--- config.mk ---
export PLATFORM = sky130hd
export DESIGN_NAME = velocity_cell_ctrl
export DESIGN_NICKNAME = d
export VERILOG_FILES = /design/src/rtl/velocity_cell_ctrl.sv
export SDC_FILE = /design/constraint.sdc
export NUM_CORES = 1
export LEC_CHECK = 0
export ABC_AREA = 0
export ABC_CLOCK_PERIOD_IN_PS = 12000
export CAP_MARGIN = 25
export CORE_MARGIN = 5
export CORE_UTILIZATION = 30
export DETAILED_ROUTE_END_ITERATION = 8
export PLACE_DENSITY_LB_ADDON = 0.1
export SLEW_MARGIN = 25
export SYNTH_ARGS = -nofsm -noshare
export SYNTH_HDL_FRONTEND = slang
export SYNTH_SLANG_ARGS = --single-unit
--- constraint.sdc ---
create_clock -name clk -period 12 [get_ports clk]
set_input_delay 2.4 -clock clk [delete_from_list [all_inputs] [get_ports clk]]
set_output_delay 2.4 -clock clk [all_outputs]
set_load 0.05 [all_outputs]
--- src/rtl/velocity_cell_ctrl.sv ---
// velocity_cell_ctrl: reads a cell's particle count and streams its velocity words from a single-port RAM.
// Optional VEL_CTRL_WB_PRIORITY_EN lets write-back preempt read issue; by default reads win.
module velocity_cell_ctrl #(
    parameter int DATA_WIDTH   = 96,
    parameter int ADDR_WIDTH   = 8,
    parameter int PARTICLE_NUM = 220
) (
    input  logic                  clk,
    input  logic                  rst_n,
    input  logic                  start,
    output logic                  busy,
    output logic                  done,
    output logic [ADDR_WIDTH-1:0] particle_count,
    output logic                  rd_valid,
    input  logic                  rd_ready,
    output logic [DATA_WIDTH-1:0] rd_data,
    output logic [ADDR_WIDTH-1:0] rd_index,
    input  logic                  wb_valid,
    output logic                  wb_ready,
    input  logic [ADDR_WIDTH-1:0] wb_addr,
    input  logic [DATA_WIDTH-1:0] wb_data,
    output logic [ADDR_WIDTH-1:0] ram_address,
    output logic [DATA_WIDTH-1:0] ram_data,
    output logic                  ram_rden,
    output logic                  ram_wren,
    input  logic [DATA_WIDTH-1:0] ram_q,
    output logic                  err
);
    typedef enum logic [2:0] {IDLE, CNT_RD, CNT_WAIT, STREAM, DRAIN, DONE} state_t;
    localparam logic [ADDR_WIDTH-1:0] MAX_CNT = ADDR_WIDTH'(PARTICLE_NUM - 1);
    localparam logic [ADDR_WIDTH:0]   PN      = (ADDR_WIDTH + 1)'(PARTICLE_NUM);
    state_t                state_q, state_d;
    logic [ADDR_WIDTH-1:0] count_q, count_d, addr_q, addr_d, fl_idx_q, fl_idx_d, cnt_raw;
    logic                  fl_q, fl_d, err_q, err_d, wp_q, wp_d, rp_q, rp_d;
    logic [1:0]            cnt_q, cnt_d, occ;
    logic [DATA_WIDTH-1:0] fd_q [2], fd_d [2];
    logic [ADDR_WIDTH-1:0] fi_q [2], fi_d [2];
    logic                  pop, want_rd, rd_issue, wb_fire, wb_ok;
    always_comb begin
        occ      = cnt_q + {1'b0, fl_q};
        pop      = rst_n && (cnt_q != 2'd0) && rd_ready;
        // A same-cycle pop frees a slot, which is what keeps one word per cycle flowing
        want_rd  = (state_q == CNT_RD) ||
                   (state_q == STREAM && (occ < 2'd2 || (pop && occ == 2'd2)));
`ifdef VEL_CTRL_WB_PRIORITY_EN
        wb_ready = rst_n;
        rd_issue = rst_n && want_rd && !wb_valid;
`else
        rd_issue = rst_n && want_rd;
        wb_ready = rst_n && !rd_issue;
`endif
        wb_fire     = wb_valid && wb_ready;
        wb_ok       = (wb_addr != '0) && ({1'b0, wb_addr} < PN);
        ram_rden    = rd_issue;
        ram_wren    = wb_fire && wb_ok;
        ram_address = rd_issue ? ((state_q == CNT_RD) ? '0 : addr_q) : wb_addr;
        ram_data    = wb_data;
        busy           = rst_n && (state_q != IDLE);
        done           = rst_n && (state_q == DONE);
        rd_valid       = rst_n && (cnt_q != 2'd0);
        rd_data        = fd_q[rp_q];
        rd_index       = fi_q[rp_q];
        particle_count = count_q;
        err            = err_q;
    end
    always_comb begin
        state_d  = state_q;
        count_d  = count_q;
        addr_d   = addr_q;
        err_d    = err_q || (wb_fire && !wb_ok);
        fl_d     = rd_issue && (state_q == STREAM);
        fl_idx_d = addr_q;
        cnt_raw  = ram_q[ADDR_WIDTH-1:0];
        unique case (state_q)
            IDLE:     state_d = start ? CNT_RD : IDLE;
            CNT_RD:   state_d = rd_issue ? CNT_WAIT : CNT_RD;
            CNT_WAIT: begin
                count_d = (cnt_raw > MAX_CNT) ? MAX_CNT : cnt_raw;
                err_d   = err_d || (cnt_raw > MAX_CNT);
                addr_d  = ADDR_WIDTH'(1);
                state_d = (cnt_raw == '0) ? DONE : STREAM;
            end
            STREAM: begin
                addr_d  = rd_issue ? addr_q + 1'b1 : addr_q;
                state_d = (rd_issue && addr_q == count_q) ? DRAIN : STREAM;
            end
            DRAIN:    state_d = (cnt_q == 2'd0 && !fl_q) ? DONE : DRAIN;
            DONE:     state_d = IDLE;
            default:  state_d = IDLE;
        endcase
    end
    always_comb begin
        fd_d = fd_q;
        fi_d = fi_q;
        if (fl_q) begin
            fd_d[wp_q] = ram_q;
            fi_d[wp_q] = fl_idx_q;
        end
        wp_d  = fl_q ? ~wp_q : wp_q;
        rp_d  = pop ? ~rp_q : rp_q;
        cnt_d = cnt_q + {1'b0, fl_q} - {1'b0, pop};
    end
    always_ff @(posedge clk) begin
        if (!rst_n) begin
            state_q  <= IDLE;
            count_q  <= '0;
            addr_q   <= '0;
            fl_idx_q <= '0;
            fl_q     <= 1'b0;
            err_q    <= 1'b0;
            wp_q     <= 1'b0;
            rp_q     <= 1'b0;
            cnt_q    <= 2'd0;
        end else begin
            state_q  <= state_d;
            count_q  <= count_d;
            addr_q   <= addr_d;
            fl_idx_q <= fl_idx_d;
            fl_q     <= fl_d;
            err_q    <= err_d;
            wp_q     <= wp_d;
            rp_q     <= rp_d;
            cnt_q    <= cnt_d;
        end
    end
    always_ff @(posedge clk) begin
        fd_q <= fd_d;
        fi_q <= fi_d;
    end
endmodule

Word-level counts from Yosys, hierarchy flattened
Cells that the tools add are included.
{ "totals": {"output_inout_bits": 223, "wordCells": 89, "input_bits": 205, "register_bits": 241} }
{ "classes": {"n_mux": 24, "reduce_logical": 31, "magnitude_cmp": 6, "n_bitwise": 4, "n_addsub": 3, "n_eq_ne": 8} }
{ "op_table": {"columns": ["op", "count"], "rows": [
  ["96-bit 2-to-1 mux", 4],
  ["192-bit bitwise mux", 1],
  ["96-bit demux with 1-bit select", 1],
  ["8-bit 2-to-1 mux", 8],
  ["16-bit bitwise mux", 1],
  ["1-bit logical AND", 16],
  ["8-bit one-hot mux with 2 select lines", 1],
  ["3-bit one-hot mux with 5 select lines", 1],
  ["8-bit by 1-bit adder with 8-bit output (second input constant)", 1],
  ["8-bit demux with 1-bit select", 1],
  ["8-bit == test", 1],
  ["8-bit > comparator (second input constant)", 1],
  ["8-bit logical NOT", 1],
  ["8-bit less-than comparator (second input constant)", 1],
  ["8-bit nonzero test", 1],
  ["3-bit by 2-bit == test with 1-bit output (second input constant)", 2],
  ["3-bit == test (second input constant)", 2],
  ["3-bit 2-to-1 mux", 2],
  ["2-bit greater-or-equal comparator (second input constant)", 2],
  ["1-bit logical OR", 4],
  ["1-bit NOT with 2-bit output", 2],
  ["2-bit nonzero test", 2],
  ["3-bit by 1-bit == test with 1-bit output (second input constant)", 1],
  ["1-bit logical NOT", 3],
  ["13 further kinds", 16]
]} }

Logic depth before layout (Yosys ltp)
{ "depth": {"ltp_word": 15, "depth_mapped": 6, "depth_no_buf": 5} }

Least setup slack after synthesis
Ideal clock, no wire load.
{ "synth_timing": {"path_kind": "input port to output port", "start": "in rst_n", "end": "out ram_wren", "arrival_time_ns": 4.040, "stages": 4, "slack_ns": 5.560, "t_required_ns": 9.600, "path_cell_list": "and3b_1 > o21ai_4 > a21oi_1 > nor3_1"} }
{ "synth_between": {"elab_chain_cells": 11} }
{ "synth_lines": {"columns": ["element", "line_no", "source"], "rows": [
  ["from (decl)", "9", "input logic rst_n,"],
  ["1-bit logical AND (2 in series)", "41", "pop = rst_n && (cnt_q != 2'd0) && rd_ready;"],
  ["1-bit logical AND", "44", "(state_q == STREAM && (occ < 2'd2 || (pop && occ == 2'd2)));"],
  ["1-bit logical OR", "44", null],
  ["1-bit logical AND", "44", null],
  ["1-bit logical OR", "43", "want_rd = (state_q == CNT_RD) ||"],
  ["1-bit logical AND", "49", "rd_issue = rst_n && want_rd;"],
  ["1-bit logical NOT", "50", "wb_ready = rst_n && !rd_issue;"],
  ["1-bit logical AND (*)", "50", null],
  ["1-bit logical AND (*)", "52", "wb_fire = wb_valid && wb_ready;"],
  ["1-bit logical AND (*)", "55", "ram_wren = wb_fire && wb_ok;"],
  ["to (decl)", "25", "output logic ram_wren,"]
]} }
Every way passes the cells marked *; elsewhere a longest branch is shown, timed or not.

Worst setup path in the final report
{ "layout_timing": {"start": "in rst_n", "end": "out ram_address[7]"} }
{ "layout_between": {"elab_chain_cells": 8} }
{ "layout_lines": {"columns": ["element", "line_no", "source"], "rows": [
  ["1-bit logical AND (2 in series)", "41", null],
  ["1-bit logical AND", "44", null],
  ["1-bit logical OR", "44", null],
  ["1-bit logical AND", "44", null],
  ["1-bit logical OR", "43", null],
  ["1-bit logical AND (*)", "49", null],
  ["8-bit 2-to-1 mux (*)", "56", "ram_address = rd_issue ? ((state_q == CNT_RD) ? '0 : addr_q) : wb_addr;"],
  ["to (decl)", "22", "output logic [ADDR_WIDTH-1:0] ram_address,"]
]} }
Marks and branches as above.

==> impl_metrics.toml <==
[logic_synthesis]
synthFlopType = "edfxtp_1"
netlist_area_mm2 = 0.01001
async_flop_share = 0
netlist_instances = 630
synth_seq_area_share = 0.6898
synthesis.nets = 838
synth_cell_types = 58
synth.avg_cell_area_um2 = 15.89
ys_ff_latch = 241
yosysWarnings = 0
synth_edf_count = 208

[place]
port_buffers = 235
hpwl_um = 17580
globalplace.congestion = 0.8024
pre_cts_ws_ns = 4.230

[sta]
max_freq_mhz = 129.2
period_share = 0.6451
setup_viol = 0
fin_skew_ns = 0.01117
setup_tns_ns = 0
final_max_slew_viol_count = 0
final.setup.worst_slack_ns = 4.259
period_minus_slack_ns = 7.741
max_slew_margin = 0.4199
rsz0062_at_grt = "no"
tightest_slew_ns = 0.8701
hold_viol = 0

[cells_and_area]
num-fill-cells = 3147
final_util = 0.3915
area_delta_synth_final_pct = 30.14
drive_gt1_frac = 0.1992
multiInputGateArea_mm2 = 0.002248
seq_area_mm2 = 0.006910
final_nets = 984

[floorplan]
ioPinCount = 428
start_util = 0.3008
fp.coreArea_mm2 = 0.03328
num_rows = 67
die_w_um = 192.7
die_area_mm2 = 0.03713
chipHeight_um = 192.7

[critical_path]
cp.arrival_ns = 5.34
critPathLaunchType = "primary input"
r2r_start = "fl_q"
critPathCapture = "ram_address[7]"
timing.rr.end = "fd_q[63]"
reg2reg_depth = 2
crit_path_start = "rst_n"
worstPathRequired_ns = 9.60
ff2ff_setup_slack_ns = 9.69
path_max_fanout = 22
crit_type = "primary input to output port"
cp-end-kind = "output port"

[power]
ir_worst_vdd_mv = 0.08572
p_per_area_mw_per_mm2 = 151.2
p_leak_nw = 4.245
p_total_mw = 1.970

[global_route]
grt.total_usage = 0.1270
grt_pass1_wl_um = 36130
grt_antenna_before_repair = 1
busiest_layer = "met2"
grt_util_met2 = 0.2196
use_met1 = 0.1429
grt_pass1_vias = 6008
grt_max_degree = 61
overflow = 0
met3_usage = 0.04197

[clocking]
cts_setup_buffers = 0
tritoncts = "yes"
cts_hold_buf = 0
clk_latency_ns = 0.51
cts_resized = 0
cts_max_level = 1
cts_root_buffer = "clkbuf_16"
clk_pin_slew_ns = 0.05
numCtsBuffers = 27
clockBufferDepth = 3
clock_sinks = 241

[drt]
vias_per_cell = 4.577
drc = 0
vias = 5685
wl_per_cell_um = 20.28
ant_nets = 0
drt-initial-drc-count = 234
routed_wl_um = 25180
dr.pass1.iters = 4

[job]
maxCapViolCount = 0

[min_path]
holdCritPathClass = "flop to flop"
whs_path_depth = 0

[outcome]
status = "completed"
-- cell families (layout without fill, tap and decap cells) --
logic type      after synthesis  in the layout  synth area share
compound gates               57             57           0.04387
xor+xnor                     13             13           0.01212
fa+ha+maj                     3              3          0.003749
buf+inv                     128            291           0.08710
flops                       241            241            0.6898
mux                         106            106            0.1190
other cells                   0              1                 0
simple gates                 82             82           0.04436
-- synth_stat cells (7+ instances only) --
cell,instances,area share
buf_2,7,0.0035
clkbuf_1,11,0.0041
a22o_1,7,0.0061
a21oi_1,14,0.0070
nor2_1,7,0.0026
nand2_1,29,0.011
dfxtp_1,33,0.066
buf_4,100,0.075
mux2_2,104,0.12
edfxtp_1,208,0.62
a31oi_1,8,0.0050
xnor2_1,10,0.0087
and2_1,10,0.0062
-- final cells by class --
cell class | instances | share of cell area
Sequential cell | 241 | 0.5303
Timing Repair Buffer | 239 | 0.1828
Multi-Input combinational cell | 261 | 0.1726
Clock buffer | 34 | 0.05541
Tap cell | 448 | 0.04302
Clock inverter | 12 | 0.01392
Inverter | 6 | 0.001728
Antenna cell | 1 | 0.0001920
-- worst max-delay path, cell delays in order --
cell and delay, ns:
clkdlybuf4s50_1 0.92, nand4b_1 0.27, a211oi_2 0.69, a22o_1 0.23, clkdlybuf4s50_1 0.82
-- layer usage --
layer | routed length (um) | vias up
met4 | 1046 | 0
met3 | 2442 | 92
met2 | 12370 | 245
met1 | 9321 | 2784
met5 | 0 | -
li1 | - | 2564
-- cell usage in the layout, fill, tap and decap left out, drive strengths merged, types with 3 or more instances in the layout --
master and instances:
clkdlybuf4s50 235, edfxtp 208, mux2 104, clkbuf 34, dfxtp 33, nand2 29
a21oi 14, xnor2 11, and2 10, a31oi 8, a22o 7, nor2 7
clkinv 7, inv 6, nand4 5, bufinv 5, nor4 4, buf 4
or3 4, o21a 3, nor3 3, nand2b 3, o211ai 3, ha 3
nor3b 3, o21ai 3, a211oi 3
-- report_power, final --
part / switching, mW / total [mW] / internal [mW]
clock: 0.307 / 0.835 / 0.528
combinational: 0.113 / 0.198 / 0.0852
sequential: 0.0145 / 0.937 / 0.923
total: 0.434 / 1.97 / 1.54
-- state kept, by name, summed over array words and instances (netlist names) --
signal	count
state_q	3
fl_idx_q	8
particle_count	8
err	1
cnt_q	2
wp_q	1
fi_q	16
fd_q	192
fl_q	1
rp_q	1
addr_q	8
-- metrics by stage --
stage	instances	hold WS (ns)	area, um^2
finish	1242	0.4289	13030
global route	1242	0.4436	13030
CTS	1241	0.4324	13030
detailed placement	1195	0.4190	12120
global placement	1195	0.4125	12120
floorplan	630	0.4037	10010
-- worst min-delay path by stage --
stage                start  endpoint  slack (ns)
2_1_floorplan  fl_idx_q[0]   fi_q[0]        0.40
3_3_place_gp   fl_idx_q[7]   fi_q[7]        0.41
3_5_place_dp   fl_idx_q[7]   fi_q[7]        0.42
4_1_cts        fl_idx_q[7]   fi_q[7]        0.43
5_1_grt        fl_idx_q[6]   fi_q[6]        0.44
6_report       fl_idx_q[7]  fi_q[15]        0.43
No activity file was read; power rests on OpenSTA's default activity.
